<file path="src/rtl/fetch_stage.sv">
// ---------------------------------------------------------------------------
// fetch_stage
//
// Instruction fetch front end for a multi-cycle core. A two-state FSM
// alternates between requesting one word from instruction memory (FETCH)
// and presenting that word to the controller/datapath until it is consumed
// (HOLD). With a zero-wait memory the stage delivers one instruction every
// two cycles.
//
// Handshakes:
//   imem side : imem_req is a level request. The request completes on any
//               rising edge where imem_req=1 and imem_ack=1; imem_rdata is
//               taken on that edge. imem_addr stays stable while
//               imem_req=1 and imem_ack=0. imem_ack is ignored when no
//               request is outstanding.
//   consumer  : InstrValid=1 means Instr/PCPlus8 hold a fetched word that
//               has not yet been consumed. A transfer happens on a rising
//               edge where InstrValid=1 and InstrReady=1; PCSrc/Result are
//               looked at only on that edge. InstrReady is ignored while
//               InstrValid=0.
//
// Parameters:
//   RESET_PC      word-aligned address fetched first after reset
//
// Ports:
//   clk           clock, all state updates on the rising edge
//   reset         synchronous active-high reset, overrides every input
//   imem_req      instruction memory read request (0 during reset cycles)
//   imem_addr     read address, always word aligned
//   imem_rdata    read data, valid when imem_ack=1
//   imem_ack      read complete (same cycle as imem_req or later)
//   Instr         held instruction word
//   InstrValid    Instr holds a fetched, not-yet-consumed instruction
//   InstrReady    downstream consumes Instr this cycle
//   PCPlus8       PC of the held instruction + 8 (architectural PC read)
//   PCSrc         held instruction redirects the PC
//   Result        redirect target, bits [1:0] dropped
//   FetchCount    (FETCH_PERF_EN only) consumed instructions, wraps
//   RedirectCount (FETCH_PERF_EN only) taken redirects, saturates
//   state_dbg     current FSM state (0=FETCH, 1=HOLD) for checkers
//
// Build option:
//   FETCH_PERF_EN  define to add the FetchCount/RedirectCount counters.
//                  Without it those ports and registers do not exist and
//                  the rest of the behaviour is unchanged.
// ---------------------------------------------------------------------------
module fetch_stage #(
  parameter logic [31:0] RESET_PC = 32'h0000_0000
) (
  input  logic        clk,
  input  logic        reset,
  output logic        imem_req,
  output logic [31:0] imem_addr,
  input  logic [31:0] imem_rdata,
  input  logic        imem_ack,
  output logic [31:0] Instr,
  output logic        InstrValid,
  input  logic        InstrReady,
  output logic [31:0] PCPlus8,
  input  logic        PCSrc,
  input  logic [31:0] Result,
`ifdef FETCH_PERF_EN
  output logic [31:0] FetchCount,
  output logic [15:0] RedirectCount,
`endif
  output logic        state_dbg
);

  typedef enum logic {
    S_FETCH = 1'b0,
    S_HOLD  = 1'b1
  } state_t;

  // Word-aligned form of the reset address; the low bits of the parameter
  // are never allowed onto imem_addr.
  localparam logic [31:0] RESET_PC_W = {RESET_PC[31:2], 2'b00};

  state_t      state;
  state_t      state_n;
  logic [31:0] pc;
  logic [31:0] pc_n;
  logic [31:0] instr_q;
  logic [31:0] instr_n;
  logic [31:0] pc_plus4;
  logic [31:0] redirect_pc;
  logic        consume;
  logic        capture;

  // The low two bits of Result carry no address information.
  logic        unused_result_bits;
  assign unused_result_bits = ^Result[1:0];

  // Both adders wrap naturally modulo 2^32.
  assign pc_plus4    = pc + 32'd4;
  assign redirect_pc = {Result[31:2], 2'b00};

  // A word is captured only while a request is outstanding, and consumed
  // only while one is held; the other input in each state is don't-care.
  assign capture = (state == S_FETCH) && imem_ack;
  assign consume = (state == S_HOLD) && InstrReady;

  // -------------------------------------------------------------------------
  // Next-state / datapath update
  // -------------------------------------------------------------------------
  always_comb begin
    state_n = state;
    pc_n    = pc;
    instr_n = instr_q;
    case (state)
      S_FETCH: begin
        if (capture) begin
          instr_n = imem_rdata;
          state_n = S_HOLD;
        end
      end
      S_HOLD: begin
        if (consume) begin
          pc_n    = PCSrc ? redirect_pc : pc_plus4;
          state_n = S_FETCH;
        end
      end
      default: begin
        state_n = S_FETCH;
      end
    endcase
  end

  always_ff @(posedge clk) begin
    if (reset) begin
      state   <= S_FETCH;
      pc      <= RESET_PC_W;
      instr_q <= 32'h0000_0000;
    end else begin
      state   <= state_n;
      pc      <= pc_n;
      instr_q <= instr_n;
    end
  end

  // -------------------------------------------------------------------------
  // Outputs
  // -------------------------------------------------------------------------
  // The request is masked by reset so that an edge which both resets and
  // acks cannot be mistaken for a completed fetch, and so the first request
  // appears in the cycle after reset drops.
  assign imem_req   = (state == S_FETCH) && !reset;
  assign imem_addr  = pc;
  assign Instr      = instr_q;
  assign InstrValid = (state == S_HOLD);
  assign PCPlus8    = pc + 32'd8;
  assign state_dbg  = state;

`ifdef FETCH_PERF_EN
  // -------------------------------------------------------------------------
  // Performance counters
  // -------------------------------------------------------------------------
  logic [31:0] fetch_count_q;
  logic [15:0] redirect_count_q;

  always_ff @(posedge clk) begin
    if (reset) begin
      fetch_count_q    <= 32'h0;
      redirect_count_q <= 16'h0;
    end else if (consume) begin
      fetch_count_q <= fetch_count_q + 32'd1;
      if (PCSrc && (redirect_count_q != 16'hFFFF)) begin
        redirect_count_q <= redirect_count_q + 16'd1;
      end
    end
  end

  assign FetchCount    = fetch_count_q;
  assign RedirectCount = redirect_count_q;
`endif

endmodule

</file>
<file path="config.mk">
export PLATFORM = sky130hd
export DESIGN_NAME = fetch_stage
export DESIGN_NICKNAME = d
export VERILOG_FILES = /design/src/rtl/fetch_stage.sv
export SDC_FILE = /design/constraint.sdc
export NUM_CORES = 1
export LEC_CHECK = 0
export ABC_CLOCK_PERIOD_IN_PS = 3250
export CAP_MARGIN = 20
export CORE_MARGIN = 4
export CORE_UTILIZATION = 35
export CTS_CLUSTER_DIAMETER = 40
export DETAILED_ROUTE_END_ITERATION = 6
export GPL_TIMING_DRIVEN = 0
export PLACE_DENSITY_LB_ADDON = 0.05
export SLEW_MARGIN = 30
export SYNTH_ARGS = -nofsm -noshare
export SYNTH_HDL_FRONTEND = slang
export SYNTH_SLANG_ARGS = --single-unit
</file>
<file path="constraint.sdc">
create_clock -name clk -period 3.25 [get_ports clk]
set_clock_uncertainty 0.2 [all_clocks]
set_input_delay 0.8125 -clock clk [delete_from_list [all_inputs] [get_ports clk]]
set_output_delay 0.8125 -clock clk [all_outputs]
set_load 0.02 [all_outputs]
</file>
* Yosys cells after proc, flatten, opt, wreduce, memory -nomap -nowiden
Cells that the tools add are included.
Word-level totals: logic and storage cells 16, flip-flop bits (word level) 65
Cells by class: add/subtract/negate cells 2, muxes and demuxes 4, bitwise operators 1, reduce and logical (&&, ||, !) cells 6
Operators by type and width (number):
- adder 32 x 3 -> 32 bit, second input constant | 1
- adder 32 x 4 -> 32 bit, second input constant | 1
- two-way mux 32 bit | 1
- AND reduction 2 bit | 2
- logical AND 1 bit | 3
- two-way mux 1 bit | 2
- case mux 1 bit (2 select lines) | 1
- zero test 1 bit | 1
- NOT 1 bit | 1

* Depth between registers and ports, before layout
depth after elaboration 4, gate-level depth with buffers 7, mapped depth without buffers 5

* Worst setup path after synthesis
No wires, ideal clock.
path type register to output, start point reg pc[8] (netlist: imem_addr[8]), end point out PCPlus8[24], arrival time 2.079 ns, cell stages (with the launch flop) 8, slack 0.158 ns, required time 2.237 ns, cells stage by stage dfxtp_1 clkbuf_1 nand4_1 clkbuf_1 or3_1 clkbuf_1 nor3_1 xor2_1
On the way: longest elaborated chain between the ends 1
RTL lines:
- from (decl) | line 80 | logic [31:0] pc;
- from (signal assigned) | line 135 | pc <= pc_n;
- adder 32 x 4 -> 32 bit | line 150 | assign PCPlus8 = pc + 32'd8;
- to (decl) | line 59 | output logic [31:0] PCPlus8,
No other way between the ends.

* Worst setup path in the final report
start point reg pc[17] (netlist: imem_addr[17]), end point out PCPlus8[31]
The elaborated chain is that of the path after synthesis.

==> impl_metrics.py <==
metrics = {
    "synthesis": {
        "ys_seq_area_share_pct": 33.0,
        "synth_mux_area_share_pct": 0.262,
        "synth_common_cells": "nand2_1 (99), dfxtp_1 (63), a21oi_1 (54)",
        "ys_types": 59,
        "ys.flop_type": "dfxtp_1",
        "synth_simple_gate_area_share_pct": 29.4,
        "synthAdderAreaFrac_pct": 0.983,
        "async_reset_ff_share_pct": 0,
        "synth_area_leader_cell": "dfxtp_1",
        "avgSynthCellArea_um2": 7.58,
        "syn_area_mm2": 0.00382,
        "yosys_warnings": 0,
        "synthTopCellsByArea": "dfxtp_1 (33%), nand2_1 (9.7%), a21oi_1 (7.1%)",
        "syn_inst": 504,
        "synth_seq_cells": 63,
        "post-synth-top-count-cell": "nand2_1",
        "synth_xor_area_share_pct": 6.65,
        "synth_top_family_by_area": "simple AND/OR/NAND/NOR gates",
        "synth_compound_area_share_pct": 19.7,
        "synth_top_area_share_pct": 33.0,
        "synth-edff-count": 0,
    },
    "final_layout": {
        "antennaDiodeCount": 0,
        "nets": 753,
        "register_area_mm2": 0.00128,
        "final_core_util_pct": 56.8,
        "fill_cells": 1053,
        "stdcell_count": 822,
        "drive_gt1_share_pct": 14.7,
        "multi_input_area_mm2": 0.00230,
        "stdcell_area_mm2": 0.00595,
        "area_delta_synth_final_pct": 55.7,
    },
    "placed_design": {
        "dp_hpwl_um": 10700,
        "port-buffer-count": 160,
        "placed_cell_area_mm2": 0.00560,
        "place_inst": 803,
        "gp_congestion": 0.864,
    },
    "setup_path": {
        "required_ps": 2240,
        "crit_type": "register to output pin",
        "cp-end-kind": "output pin",
        "cp-start-kind": "register",
        "r2r_cells": 6,
        "rrSetupSlack_ps": 370,
        "cpMaxStageDelayCell": "or4_4",
        "reg2reg_to": "imem_addr[30]",
        "slowest_delay_ps": 510,
        "r2r_start": "imem_addr[2]",
        "arrival_ps": 2160,
        "crit_fanout": 10,
        "cp_cell_sequence": "clkbuf_8 > nand4_1 > or4_4 > buf_6 > nor3_2 > xor2_1 > buf_4",
    },
    "floorplanning": {
        "ios": 168,
        "die_area_mm2": 0.0126,
        "fp-row-count": 37,
        "initial_utilization_pct": 36.5,
        "chipWidth_um": 112,
        "design.core.area_mm2": 0.0105,
        "die_y_um": 112,
    },
    "power_and_ir_drop": {
        "ir_drop_mv": 0.193,
        "p_leak_nw": 2.28,
        "powerDensity_mw_per_mm2": 337,
        "p_total_w": 0.00201,
    },
    "grt": {
        "first_global_vias": 4386,
        "antenna_found_initial": 0,
        "overflow": 0,
        "grt_max_degree": 13,
        "grt_pass1_wl_um": 22300,
        "grt.total_usage_pct": 22.1,
    },
    "detailed_routing": {
        "wire_per_inst_um": 17.5,
        "drtIter0Drc": 258,
        "first_pass_iters": 5,
        "via_per_inst": 5.39,
        "detail-route-antenna-nets": 0,
        "vias": 4434,
        "wirelength_um": 14400,
        "drc_errors": 0,
    },
    "clock_network": {
        "cts_root_buf": "clkbuf_8",
        "cts_buffers": 9,
        "clk_path_buf_depth": 2,
        "worstSkewPairLatency_ps": 360,
        "htreeDepth": 3,
        "clock_sinks": 63,
        "path_clk_slew_ps": 80,
        "cts_tree": "built",
    },
    "min_path": {
        "whs_path_depth": 2,
        "whs_endpoint": "Instr[7]",
        "worstHoldStart": "Instr[7]",
        "hold_class": "register to register",
    },
    "timing": {
        "rsz0062_at_grt": "true",
        "hold_viol_final": 0,
        "setup-tns-final_ps": 0,
        "finalMaxSlewViolations": 0,
        "setup_viol_count_final": 0,
        "relSlewSlack_pct": 48.6,
        "clock.fmax_mhz": 315,
        "fin_crit_ps": 3170,
        "min_period_over_period_pct": 97.6,
        "tightest_slew_ps": 764,
    },
    "job": {
        "drv_cap": 0,
    },
    "run_status": {
        "outcome": "complete, no violations",
    },
}
## layout by cell type (no fill, tap or decap), types with 15 or more instances in the layout
| cell type | count |
|---|---|
| a21oi_1 | 54 |
| buf_4 | 27 |
| clkbuf_1 | 21 |
| clkbuf_8 | 16 |
| clkdlybuf4s50_1 | 139 |
| dfxtp_1 | 53 |
| nand2_1 | 98 |
| nand3_1 | 16 |
| nor2_1 | 23 |
| xor2_1 | 15 |
## registers in the layout, indices dropped and copies added, names as in the netlist
name / cells
Instr: 32
InstrValid: 1
imem_addr: 30
## per-layer routing
metal  vias to the layer above  GRT usage (%)  part of all wire (%)
met2                       197           36.0                    47
met3                        26           7.17                   9.9
met1                      2076           26.5                    41
met4                         0           9.94                   2.5
li1                       2135              -                     -
met5                         -              0                     0
## worst max-delay path by stage
stage	start	end	slack (ps)	depth (start not counted)
floorplan	imem_addr[8]	PCPlus8[24]	160	7
global placement	imem_addr[5]	PCPlus8[19]	-500	6
detailed placement	imem_addr[5]	PCPlus8[19]	-510	6
CTS	imem_addr[15]	PCPlus8[24]	-30	7
global route	imem_addr[17]	PCPlus8[31]	-40	7
finish	imem_addr[17]	PCPlus8[31]	80	7
## area by class of cell
| cell class | count | share of cell area (%) |
|---|---|---|
| plain buffers | 49 | 5.91 |
| multi-input cells | 382 | 38.7 |
| inverters | 7 | 0.442 |
| clock inverters | 6 | 1.14 |
| clock buffers | 10 | 2.31 |
| flip-flops and latches | 63 | 21.5 |
| repair buffers | 169 | 27.1 |
| well taps | 136 | 2.86 |
## metrics by stage
step	worst slack, ps	hold WS [ps]
6_report	77.0	255
5_1_grt	-39.5	287
3_5_place_dp	-511	246
4_1_cts	-29.6	257
3_3_place_gp	-502	241
2_1_floorplan	158	335
## report_power, final
group          switching [W]  total [W]  internal [W]
clock               0.000351   0.000729      0.000377
sequential         0.0000346   0.000843      0.000808
combinational       0.000220   0.000434      0.000214
## critical path, delay by kind of cell (launching register included)
family	cells	cell delay (ps)
flip-flops	1	350
AND/OR/NAND/NOR	3	820
XOR/XNOR	1	160
buffers and inverters	3	480
## repair_timing
action	4_1_cts	5_1_grt
hold buffers	0	0
pin swaps	5	3
gates resized for setup	91	27
buffers inserted	9	0
setup endpoints to repair	23	18
## cell families after synthesis
logic type      after synthesis
mux                           1
simple gates                227
xor+xnor                     29
flops                        63
compound gates              118
buf+inv                      62
other cells                   1
fa+ha+maj                     3
Note: power is estimated with default switching activity, not from simulation.
